## config.mk

```make
export PLATFORM = sky130hd
export DESIGN_NAME = floor_request_dispatcher_flat
export DESIGN_NICKNAME = d
export VERILOG_FILES = /design/src/rtl/elevator_pkg.sv /design/src/rtl/floor_request_dispatcher_if.sv /design/src/rtl/scan_floor_selector.sv /design/src/rtl/floor_request_dispatcher.sv /design/src/flat_wrapper.sv
export SDC_FILE = /design/constraint.sdc
export NUM_CORES = 1
export LEC_CHECK = 0
export BUFFER_PORTS_ARGS = -buffer_cell sky130_fd_sc_hd__buf_2
export CORE_ASPECT_RATIO = 0.5
export CORE_UTILIZATION = 35
export DETAILED_ROUTE_END_ITERATION = 10
export PLACE_DENSITY = 0.61
export SLEW_MARGIN = 20
export SYNTH_ARGS = -nofsm -noshare
export SYNTH_HDL_FRONTEND = slang
export SYNTH_SLANG_ARGS = --single-unit
```

## constraint.sdc

```tcl
create_clock -name clk -period 3.25 [get_ports clk]
set_clock_uncertainty 0.05 [all_clocks]
set_input_delay 0.65 -clock clk [delete_from_list [all_inputs] [get_ports clk]]
set_output_delay 0.65 -clock clk [all_outputs]
set_load 0.01 [all_outputs]
```

## src/rtl/elevator_pkg.sv

```systemverilog
// Shared elevator definitions: floor code width, named floors, sweep direction
// encodings and the dispatcher state enum.
// Imported by the dispatcher, its interface users and the testbench.
package elevator_pkg;

  localparam int FLOOR_W = 4;

  localparam logic [FLOOR_W-1:0] GROUND = 4'd0;
  localparam logic [FLOOR_W-1:0] FIRST  = 4'd1;
  localparam logic [FLOOR_W-1:0] SECOND = 4'd2;
  localparam logic [FLOOR_W-1:0] THIRD  = 4'd3;

  localparam logic UP   = 1'b1;
  localparam logic DOWN = 1'b0;

  typedef enum logic [1:0] {
    IDLE   = 2'd0,
    SELECT = 2'd1,
    SERVE  = 2'd2,
    DWELL  = 2'd3
  } disp_state_t;

endpackage

```

## src/rtl/floor_request_dispatcher_if.sv

```systemverilog
// Bundle between button panel / elevator controller and the request dispatcher.
// Ports: CALL_BUTTONS, CURRENT_FLOOR, COMPLETE, DOOR_ALERT, WEIGHT_ALERT feed the
// dispatcher; REQUESTED_FLOOR, REQ_VALID, PENDING, BUSY, TIMEOUT_FAULT come back.
// master = dispatcher side, slave = panel/controller side.
interface floor_request_dispatcher_if #(
  parameter int NUM_FLOORS = 4,
  parameter int FLOOR_W    = 4
);
  logic [NUM_FLOORS-1:0] CALL_BUTTONS;
  logic [FLOOR_W-1:0]    CURRENT_FLOOR;
  logic                  COMPLETE;
  logic                  DOOR_ALERT;
  logic                  WEIGHT_ALERT;
  logic [FLOOR_W-1:0]    REQUESTED_FLOOR;
  logic                  REQ_VALID;
  logic [NUM_FLOORS-1:0] PENDING;
  logic                  BUSY;
  logic                  TIMEOUT_FAULT;

  modport master (
    input  CALL_BUTTONS, CURRENT_FLOOR, COMPLETE, DOOR_ALERT, WEIGHT_ALERT,
    output REQUESTED_FLOOR, REQ_VALID, PENDING, BUSY, TIMEOUT_FAULT
  );

  modport slave (
    output CALL_BUTTONS, CURRENT_FLOOR, COMPLETE, DOOR_ALERT, WEIGHT_ALERT,
    input  REQUESTED_FLOOR, REQ_VALID, PENDING, BUSY, TIMEOUT_FAULT
  );
endinterface

```

## src/rtl/scan_floor_selector.sv

```systemverilog
// SCAN target picker: nearest pending floor in the sweep direction, else reverse.
// Ports: pending (call set), current_floor, sweep_up in; next_floor, found,
// new_sweep_up out. Purely combinational; current_floor >= NUM_FLOORS yields found=0.
module scan_floor_selector #(
  parameter int NUM_FLOORS = 4,
  parameter int FLOOR_W    = 4
) (
  input  logic [NUM_FLOORS-1:0] pending,
  input  logic [FLOOR_W-1:0]    current_floor,
  input  logic                  sweep_up,
  output logic [FLOOR_W-1:0]    next_floor,
  output logic                  found,
  output logic                  new_sweep_up
);

  logic                 above_found;
  logic                 below_found;
  logic [FLOOR_W-1:0]   above_floor;
  logic [FLOOR_W-1:0]   below_floor;
  logic                 cur_valid;

  assign cur_valid = 32'(current_floor) < 32'(NUM_FLOORS);

  always_comb begin
    above_found = 1'b0;
    above_floor = '0;
    below_found = 1'b0;
    below_floor = '0;
    // Descending scan: the last hit is the lowest floor above the car.
    for (int i = NUM_FLOORS - 1; i >= 0; i--) begin
      if (pending[i] && (FLOOR_W'(i) > current_floor)) begin
        above_found = 1'b1;
        above_floor = FLOOR_W'(i);
      end
    end
    // Ascending scan: the last hit is the highest floor below the car.
    for (int i = 0; i < NUM_FLOORS; i++) begin
      if (pending[i] && (FLOOR_W'(i) < current_floor)) begin
        below_found = 1'b1;
        below_floor = FLOOR_W'(i);
      end
    end
  end

  always_comb begin
    next_floor   = '0;
    found        = 1'b0;
    new_sweep_up = sweep_up;
    if (cur_valid) begin
      if (sweep_up) begin
        if (above_found) begin
          next_floor = above_floor;
          found      = 1'b1;
        end else if (below_found) begin
          next_floor   = below_floor;
          found        = 1'b1;
          new_sweep_up = 1'b0;
        end
      end else begin
        if (below_found) begin
          next_floor = below_floor;
          found      = 1'b1;
        end else if (above_found) begin
          next_floor   = above_floor;
          found        = 1'b1;
          new_sweep_up = 1'b1;
        end
      end
    end
  end

endmodule

```

## src/rtl/floor_request_dispatcher.sv

```systemverilog
// Latches call buttons into a pending set and issues one SCAN-ordered target at a
// time, holding it until arrival, then dwelling DWELL_CYCLES (frozen by alerts).
// Ports: clk, rst (async active-low), bus (floor_request_dispatcher_if.master).
// Optional macro DISPATCH_TIMEOUT_EN adds an arrival watchdog driving TIMEOUT_FAULT.
module floor_request_dispatcher #(
  parameter int NUM_FLOORS     = 4,
  parameter int FLOOR_W        = elevator_pkg::FLOOR_W,
  parameter int DWELL_CYCLES   = 8,
  parameter int TIMEOUT_CYCLES = 64
) (
  input  logic                        clk,
  input  logic                        rst,
  floor_request_dispatcher_if.master  bus
);
  import elevator_pkg::*;

  localparam int DW_W = $clog2(DWELL_CYCLES + 1);

  disp_state_t           state, state_nxt;
  logic [NUM_FLOORS-1:0] pending, pending_clr, btn_hist, btn_rise;
  logic [FLOOR_W-1:0]    req_floor, req_floor_nxt;
  logic                  req_vld, req_vld_nxt;
  logic                  sweep_up, sweep_up_nxt;
  logic                  serve_first, serve_first_nxt;
  logic [DW_W-1:0]       dwell_cnt, dwell_cnt_nxt;

  logic                  alert;
  logic                  cur_valid;
  logic [NUM_FLOORS-1:0] cur_mask;
  logic [NUM_FLOORS-1:0] req_mask;
  logic                  arrival;
  logic                  tmo_hit;

  logic [FLOOR_W-1:0]    sel_floor;
  logic                  sel_found;
  logic                  sel_sweep;

  assign alert     = bus.DOOR_ALERT | bus.WEIGHT_ALERT;
  assign cur_valid = 32'(bus.CURRENT_FLOOR) < 32'(NUM_FLOORS);
  assign cur_mask  = cur_valid ? (NUM_FLOORS'(1) << bus.CURRENT_FLOOR) : '0;
  assign req_mask  = NUM_FLOORS'(1) << req_floor;
  assign btn_rise  = bus.CALL_BUTTONS & ~btn_hist;

  // The entry cycle of SERVE ignores COMPLETE so a stale arrival flag from the
  // previous trip cannot retire the new target.
  assign arrival = (state == SERVE) && !serve_first && bus.COMPLETE &&
                   (bus.CURRENT_FLOOR == req_floor);

  scan_floor_selector #(
    .NUM_FLOORS (NUM_FLOORS),
    .FLOOR_W    (FLOOR_W)
  ) u_sel (
    .pending       (pending),
    .current_floor (bus.CURRENT_FLOOR),
    .sweep_up      (sweep_up),
    .next_floor    (sel_floor),
    .found         (sel_found),
    .new_sweep_up  (sel_sweep)
  );

`ifdef DISPATCH_TIMEOUT_EN
  localparam int TW = $clog2(TIMEOUT_CYCLES + 1);
  logic [TW-1:0] tmo_cnt;
  logic          tmo_fault;

  // tmo_cnt holds (SERVE cycle number - 1), so the fault lands on the edge that
  // closes SERVE cycle TIMEOUT_CYCLES.
  assign tmo_hit = (state == SERVE) && !arrival && (tmo_cnt == TW'(TIMEOUT_CYCLES - 1));

  always_ff @(posedge clk or negedge rst) begin
    if (!rst) begin
      tmo_cnt   <= '0;
      tmo_fault <= 1'b0;
    end else begin
      tmo_cnt <= (state == SERVE) ? tmo_cnt + TW'(1) : '0;
      if (tmo_hit) tmo_fault <= 1'b1;
    end
  end

  assign bus.TIMEOUT_FAULT = tmo_fault;
`else
  assign tmo_hit           = 1'b0;
  assign bus.TIMEOUT_FAULT = 1'b0;
`endif

  always_ff @(posedge clk or negedge rst) begin
    if (!rst) begin
      state       <= IDLE;
      pending     <= '0;
      btn_hist    <= '0;
      req_floor   <= '0;
      req_vld     <= 1'b0;
      sweep_up    <= UP;
      serve_first <= 1'b0;
      dwell_cnt   <= '0;
    end else begin
      state       <= state_nxt;
      // Clearing beats a same-cycle press for the same floor.
      pending     <= (pending | btn_rise) & ~pending_clr;
      btn_hist    <= bus.CALL_BUTTONS;
      req_floor   <= req_floor_nxt;
      req_vld     <= req_vld_nxt;
      sweep_up    <= sweep_up_nxt;
      serve_first <= serve_first_nxt;
      dwell_cnt   <= dwell_cnt_nxt;
    end
  end

  always_comb begin
    state_nxt       = state;
    pending_clr     = '0;
    req_floor_nxt   = req_floor;
    req_vld_nxt     = req_vld;
    sweep_up_nxt    = sweep_up;
    serve_first_nxt = 1'b0;
    dwell_cnt_nxt   = dwell_cnt;
    case (state)
      IDLE: begin
        if (|(pending & cur_mask)) begin
          // Car is already here: retire the call without a trip.
          pending_clr = cur_mask;
        end else if ((|pending) && !alert && cur_valid) begin
          state_nxt = SELECT;
        end
      end
      SELECT: begin
        if (sel_found) begin
          req_floor_nxt   = sel_floor;
          req_vld_nxt     = 1'b1;
          sweep_up_nxt    = sel_sweep;
          serve_first_nxt = 1'b1;
          state_nxt       = SERVE;
        end else begin
          // Only the current floor was pending; IDLE retires it.
          state_nxt = IDLE;
        end
      end
      SERVE: begin
        if (arrival) begin
          pending_clr   = req_mask;
          req_vld_nxt   = 1'b0;
          dwell_cnt_nxt = DW_W'(DWELL_CYCLES);
          state_nxt     = DWELL;
        end else if (tmo_hit) begin
          // Target stays pending so it is retried after the dwell.
          req_vld_nxt   = 1'b0;
          dwell_cnt_nxt = DW_W'(DWELL_CYCLES);
          state_nxt     = DWELL;
        end
      end
      DWELL: begin
        if (!alert) begin
          if (dwell_cnt <= DW_W'(1)) begin
            dwell_cnt_nxt = '0;
            state_nxt     = IDLE;
          end else begin
            dwell_cnt_nxt = dwell_cnt - DW_W'(1);
          end
        end
      end
      default: state_nxt = IDLE;
    endcase
  end

  assign bus.REQUESTED_FLOOR = req_floor;
  assign bus.REQ_VALID       = req_vld;
  assign bus.PENDING         = pending;
  assign bus.BUSY            = (state != IDLE);

endmodule

```

## src/flat_wrapper.sv

```systemverilog
// flat-port wrapper written by rule: the top's interface ports become plain ports
module floor_request_dispatcher_flat import elevator_pkg::*;
#(
  parameter int NUM_FLOORS     = 4,
  parameter int FLOOR_W        = elevator_pkg::FLOOR_W,
  parameter int DWELL_CYCLES   = 8,
  parameter int TIMEOUT_CYCLES = 64
)
  (clk, rst, bus_CALL_BUTTONS, bus_CURRENT_FLOOR, bus_COMPLETE, bus_DOOR_ALERT, bus_WEIGHT_ALERT, bus_REQUESTED_FLOOR, bus_REQ_VALID, bus_PENDING, bus_BUSY, bus_TIMEOUT_FAULT);
  floor_request_dispatcher_if #(.NUM_FLOORS(NUM_FLOORS), .FLOOR_W(FLOOR_W)) bus_i ();
  input  logic clk;
  input  logic rst;
  input wire logic [$bits(bus_i.CALL_BUTTONS)-1:0] bus_CALL_BUTTONS;
  input wire logic [$bits(bus_i.CURRENT_FLOOR)-1:0] bus_CURRENT_FLOOR;
  input wire logic [$bits(bus_i.COMPLETE)-1:0] bus_COMPLETE;
  input wire logic [$bits(bus_i.DOOR_ALERT)-1:0] bus_DOOR_ALERT;
  input wire logic [$bits(bus_i.WEIGHT_ALERT)-1:0] bus_WEIGHT_ALERT;
  output wire logic [$bits(bus_i.REQUESTED_FLOOR)-1:0] bus_REQUESTED_FLOOR;
  output wire logic [$bits(bus_i.REQ_VALID)-1:0] bus_REQ_VALID;
  output wire logic [$bits(bus_i.PENDING)-1:0] bus_PENDING;
  output wire logic [$bits(bus_i.BUSY)-1:0] bus_BUSY;
  output wire logic [$bits(bus_i.TIMEOUT_FAULT)-1:0] bus_TIMEOUT_FAULT;
  assign bus_i.CALL_BUTTONS = bus_CALL_BUTTONS;
  assign bus_i.CURRENT_FLOOR = bus_CURRENT_FLOOR;
  assign bus_i.COMPLETE = bus_COMPLETE;
  assign bus_i.DOOR_ALERT = bus_DOOR_ALERT;
  assign bus_i.WEIGHT_ALERT = bus_WEIGHT_ALERT;
  assign bus_REQUESTED_FLOOR = bus_i.REQUESTED_FLOOR;
  assign bus_REQ_VALID = bus_i.REQ_VALID;
  assign bus_PENDING = bus_i.PENDING;
  assign bus_BUSY = bus_i.BUSY;
  assign bus_TIMEOUT_FAULT = bus_i.TIMEOUT_FAULT;
  floor_request_dispatcher #(.NUM_FLOORS(NUM_FLOORS), .FLOOR_W(FLOOR_W), .DWELL_CYCLES(DWELL_CYCLES), .TIMEOUT_CYCLES(TIMEOUT_CYCLES)) u_core (.clk(clk), .rst(rst), .bus(bus_i));
endmodule
```

[Word-level counts from Yosys, hierarchy flattened]
Cells that the tools add are included.
Cells by class
  reductions and logical operators: 26
  $add $sub $neg: 1
  shift-type cells: 2
  muxes and demuxes: 51
  equal/unequal tests: 10
  $lt $le $gt $ge: 10
  bitwise logic cells: 7
Operator list (number)
  2-to-1 mux 4 bit: 17
  2-to-1 mux 1 bit: 23
  case mux 4 bit (2 select lines): 2
  2-to-1 mux 2 bit: 7
  logical AND 1 bit: 13
  bitwise AND 4 bit: 3
  AND reduction 3 bit: 3
  greater-than comparator 1 x 4 -> 1 bit, first input constant: 2
  greater-than comparator 2 x 4 -> 1 bit, first input constant: 2
  less-than comparator 1 x 4 -> 1 bit, first input constant: 2
  less-than comparator 2 x 4 -> 1 bit, first input constant: 2
  != test 2 x 1 -> 1 bit, second input constant: 4
  NOT 4 bit: 2
  case mux 2 bit (4 select lines): 1
  OR reduction 4 bit: 2
  << shifter 1 x 4 -> 4 bit, first input constant: 2
  nonzero test 2 bit: 3
  AND reduction 5 bit: 1
  == test 2 bit, second input constant: 2
  == test 4 bit: 1
  <= comparator 4 x 1 -> 1 bit, second input constant: 1
  less-than comparator 4 x 3 -> 1 bit, second input constant: 1
  != test 2 bit, second input constant: 2
  bitwise OR 4 bit: 1
  7 further kinds: 8
Storage, ports and cells
  register bits: 21
  output and inout bits: 11
  input port bits: 13
  word-level logic and storage cells: 115

[Depth between registers and ports, before layout]
  depth after elaboration: 12
  depth in mapped cells: 8
  mapped depth without buffers: 7

[Cells and area by module]
From an unflattened synthesis, not the netlist that was laid out.
Unflattened totals
  cells, all modules: 143
  area total of the unflattened synthesis: 1260.0 um^2
By module, submodules not included
  floor_request_dispatcher: times used 1, sequential area each 526.8 um^2, area each 1031.0 um^2, cells an instance 109
  scan_floor_selector: times used 1, sequential area each 0.0 um^2, area each 229.0 um^2, cells an instance 34

[Worst setup path before layout]
Ideal clock, no wire load.
  path kind: in2reg
  start: input port bus_CURRENT_FLOOR[1]
  end: register u_core.req_floor[1], in the netlist u_core.bus.REQUESTED_FLOOR[1]
  setup time: 120 ps
  arrival: 1772 ps
  setup slack: 1308 ps
  stages on the path: 7
  required time: 3080 ps
  buffers on the path: 1
  cells stage by stage: buf_6 nor3_2 o2bb2ai_1 nand2_1 o21ai_2 inv_2 a31o_2
Between the ends
  longest elaborated chain between the ends: 11
  elaborated cells on any way between the ends: 44
  those cells by class: 9 x order compare; 26 x mux; 9 x reduce/logical
RTL lines
  start: declaration: line flat_wrapper.sv:14  | input wire logic [$bits(bus_i.CURRENT_FLOOR)-1:0] bus_CURRENT_FLOOR;
  greater-than comparator 2 x 4 -> 1 bit / less-than comparator 1 x 4 -> 1 bit (equally long branches): line scan_floor_selector.sv:31, scan_floor_selector.sv:38
  logical AND 1 bit, on equally long branches: line scan_floor_selector.sv:31, scan_floor_selector.sv:38
  2-to-1 mux 1 bit, on equally long branches (4 in series): line scan_floor_selector.sv:31, scan_floor_selector.sv:38
  2-to-1 mux 1 bit, on equally long branches: line scan_floor_selector.sv:63, scan_floor_selector.sv:54
  2-to-1 mux 1 bit, on equally long branches: line scan_floor_selector.sv:60, scan_floor_selector.sv:51
  2-to-1 mux 1 bit: line scan_floor_selector.sv:50  | if (sweep_up) begin
  2-to-1 mux 1 bit: line scan_floor_selector.sv:49  | if (cur_valid) begin
  AND reduction 2 bit (no source line)
  end signal: assignment: line floor_request_dispatcher.sv:101  | req_floor <= req_floor_nxt;
  end: declaration: line floor_request_dispatcher.sv:21  | logic [FLOOR_W-1:0] req_floor, req_floor_nxt;
Several ways; a longest one is shown, not always the timed one.
A chain may end at the register's enable or synchronous reset.

==> results.ini <==
[status]
run_status=complete, no violations

[power]
power_per_cell_area_nw_per_um2=608.3
clockPowerShare_pct=21.5
power.share.sequential_pct=48.1
switching_share_pct=39.11
totalPowerFinal_uw=798.4
vdd.ir_drop.worst_v=0.0001973
power_report.internal_total_uw=486.1
netSwitchingPower_uw=312.2
leak_uw=0.0005799
combinationalPowerShare_pct=30.4

[drt]
drcViolationCount=0
route.vias.total=1019
routedWlPerCell_um=13.11
ant_nets=0
drt-total-wl_mm=2.477
drt-initial-drc-count=56
detail_route.vias_per_cell=5.392
firstDrtPassIters=4

[timing]
max_freq_ghz=0.5258
rsz0062_at_grt=no
period_needed_ns=1.902
setup_total_negative_slack_ns=0
final_min_period_over_clock_period_pct=58.52
finalSetupViolations=0
final_max_slew_viol_count=0
finalHoldViolCount=0

[worst_setup_path]
path_cells=nor2_1 -> inv_1 -> buf_2
critical_path.endpoint_type=output port
critical_path_arrival_ns=1.20
critical_path_buf_inv_count=2
worst_path_largest_cell_delay_ns=0.51
critPathLaunchType=flop
worst_path_max_delay_cell=sky130_fd_sc_hd__dfrtp_1
crit_fanout=11
critPathTopFamily=flip-flops
regToRegStartpoint=u_core.state[0]$_DFFE_PN0P_
ff2ff_setup_slack_ns=1.36
path_class=reg2out
r2r_end=u_core.dwell_cnt[3]$_DFFE_PN0P_
wp_data_required_ns=2.55
rr_worst_depth=5

[synth]
avgSynthCellArea_um2=8.883
synth-edff-count=0
synth_seq_cells=19
yosysWarningCount=0
synthArstFlopShare_pct=100.0
netlist-cell-type-count=46
seq_area_frac_synth_pct=40.97
syn-instance-count=131
yosys_most_used_dff=sky130_fd_sc_hd__dfrtp_1
synth.cell_area_um2=1164

[final_layout]
insertedDiodeCount=0
finish.cell_count_without_fillers=189
final_nets=165
layout-area-overhead-vs-synth_pct=12.80
final_cell_mix=20 x sky130_fd_sc_hd__buf_2, 18 x sky130_fd_sc_hd__dfrtp_1, 15 x sky130_fd_sc_hd__o21ai_0
final_common_cell=sky130_fd_sc_hd__buf_2
final_layout_size_suffix_gt1_share_pct=22.82

[floorplanning]
chip_width_um=83.54
ioPinCount=24
die-height_um=42.77
die_area_um2=3573
design.core.area_um2=3083
floorplan.initialDensity_pct=37.74
floorplan.rows=14

[clock_network]
cts-resized-gates=0
clock_sink_count=19
clock_insertion_delay_at_the_later_pin_of_the_skew_report_ns=0.26
clkSlewWorstSetupHoldPaths_ns=0.08
tritoncts_clock_tree=done
post_cts.repair.setup_buffers=0
root_buffer=sky130_fd_sc_hd__clkbuf_8
cts.path.max_buffers=2
htree_num_levels=1
numCtsBuffers=3
cts-hold-fix-buffers=0

[flow_run]
drv.max_cap_violation_count=0

[placed_design]
gp_congestion=0.7886
placed_cells_incl_taps=185
port-buffer-count=20
hpwlAfterDp_mm=1.883

[global_routing]
globalRouteOverflowTotal=0
grt_start_max_net_pins=20
grt_first_pass_wirelength_mm=4.305
first_global_vias=934
grt_util_all_layers_pct=15.29
initial_antenna_violation_count=0

[worst_hold_path]
min_path_type=in2async

[worst register-to-register path, stage by stage, from the launching register on]
cell and delay (ns):
sky130_fd_sc_hd__dfrtp_1 0.48, sky130_fd_sc_hd__or3b_2 0.51, sky130_fd_sc_hd__nor4_4 0.26, sky130_fd_sc_hd__o21ai_2 0.15, sky130_fd_sc_hd__o41ai_2 0.21, sky130_fd_sc_hd__o21ai_1 0.11
[cells by family after synthesis]
logic type / after synthesis / share of synthesized area (%)
and+or+nand+nor: 47 / 22.26
AOI/OAI and AO/OA: 44 / 24.84
DFF: 19 / 40.97
buffers and inverters: 15 / 6.989
adders and majority gates: 2 / 2.150
xor gates and xnor gates: 2 / 1.506
other: 1 / 0.3223
muxes: 1 / 0.9677
[Yosys cell counts (all sizes together) (3+ instances only)]
| cell type | instances | area, um^2 |
|---|---|---|
| nand2 | 14 | 52.55 |
| inv | 7 | 26.27 |
| nand3 | 3 | 15.01 |
| o211ai | 3 | 22.52 |
| nor2b | 6 | 37.54 |
| nand4 | 3 | 18.77 |
| dfrtp | 18 | 450.4 |
| buf | 7 | 51.30 |
| a21oi | 7 | 35.03 |
| o21ai | 18 | 97.59 |
| nor2 | 8 | 30.03 |
[layer usage]
layer	vias to the layer above	share of wire, %	track usage [%]
li1	500	-	-
met1	477	51	21.45
met3	2	6.7	3.891
met2	40	42	23.61
met5	-	0	0
met4	0	0.48	4.068
[worst max-delay path by stage]
stage | start | endpoint | slack (ns) | depth (start not counted)
6_report | flop | bus_BUSY | 1.35 | 3
5_1_grt | u_core.state[0]$_DFFE_PN0P_ | u_core.dwell_cnt[2]$_DFFE_PN0P_ | 1.24 | 5
4_1_cts | flop | bus_BUSY | 1.34 | 3
3_5_place_dp | bus_CURRENT_FLOOR[3] | u_core.dwell_cnt[3]$_DFFE_PN0P_ | 1.08 | 6
3_3_place_gp | bus_CURRENT_FLOOR[3] | u_core.dwell_cnt[3]$_DFFE_PN0P_ | 1.10 | 6
2_1_floorplan | bus_CURRENT_FLOOR[1] | u_core.bus.REQUESTED_FLOOR[1]$_DFFE_PN0P_ | 1.31 | 7
[cell type report]
| class | count | area (um^2) |
|---|---|---|
| clock inverters | 1 | 5.005 |
| clock buffers | 3 | 41.29 |
| well taps | 40 | 50.05 |
| fillers | 307 | 1770 |
| multi-input cells | 99 | 613.1 |
| flip-flops and latches | 19 | 476.7 |
| inverters | 7 | 26.28 |
| repair buffers | 20 | 100.1 |
[flip-flops by register name (all words and copies together) (netlist names), named ones only]
register and count:
u_core.btn_hist 4, u_core.bus.PENDING 4, u_core.dwell_cnt 4, u_core.bus.REQUESTED_FLOOR 2
u_core.bus.REQ_VALID 1, u_core.serve_first 1, u_core.state 1, u_core.sweep_up 1
[power groups by stage]
stage | sequential, uW | combinational (uW) | clock (uW)
after floorplan | 359 | 181 | 0
after global placement | 386 | 247 | 0
after detailed placement | 387 | 244 | 0
after CTS | 382 | 245 | 177
after global routing | 394 | 271 | 190
final | 384 | 242 | 172
[through the flow]
step           worst slack, ns  utilization (%)  area (um^2)  hold WS [ns]
6_report                 1.348            42.57         1313        0.2643
5_1_grt                  1.237            42.57         1313        0.2909
4_1_cts                  1.342            42.57         1313        0.2811
3_5_place_dp             1.075            41.07         1266        0.4594
3_3_place_gp             1.105            41.07         1266        0.4642
2_1_floorplan            1.308                -         1171        0.3044
Note: power is estimated with default switching activity, not from simulation.
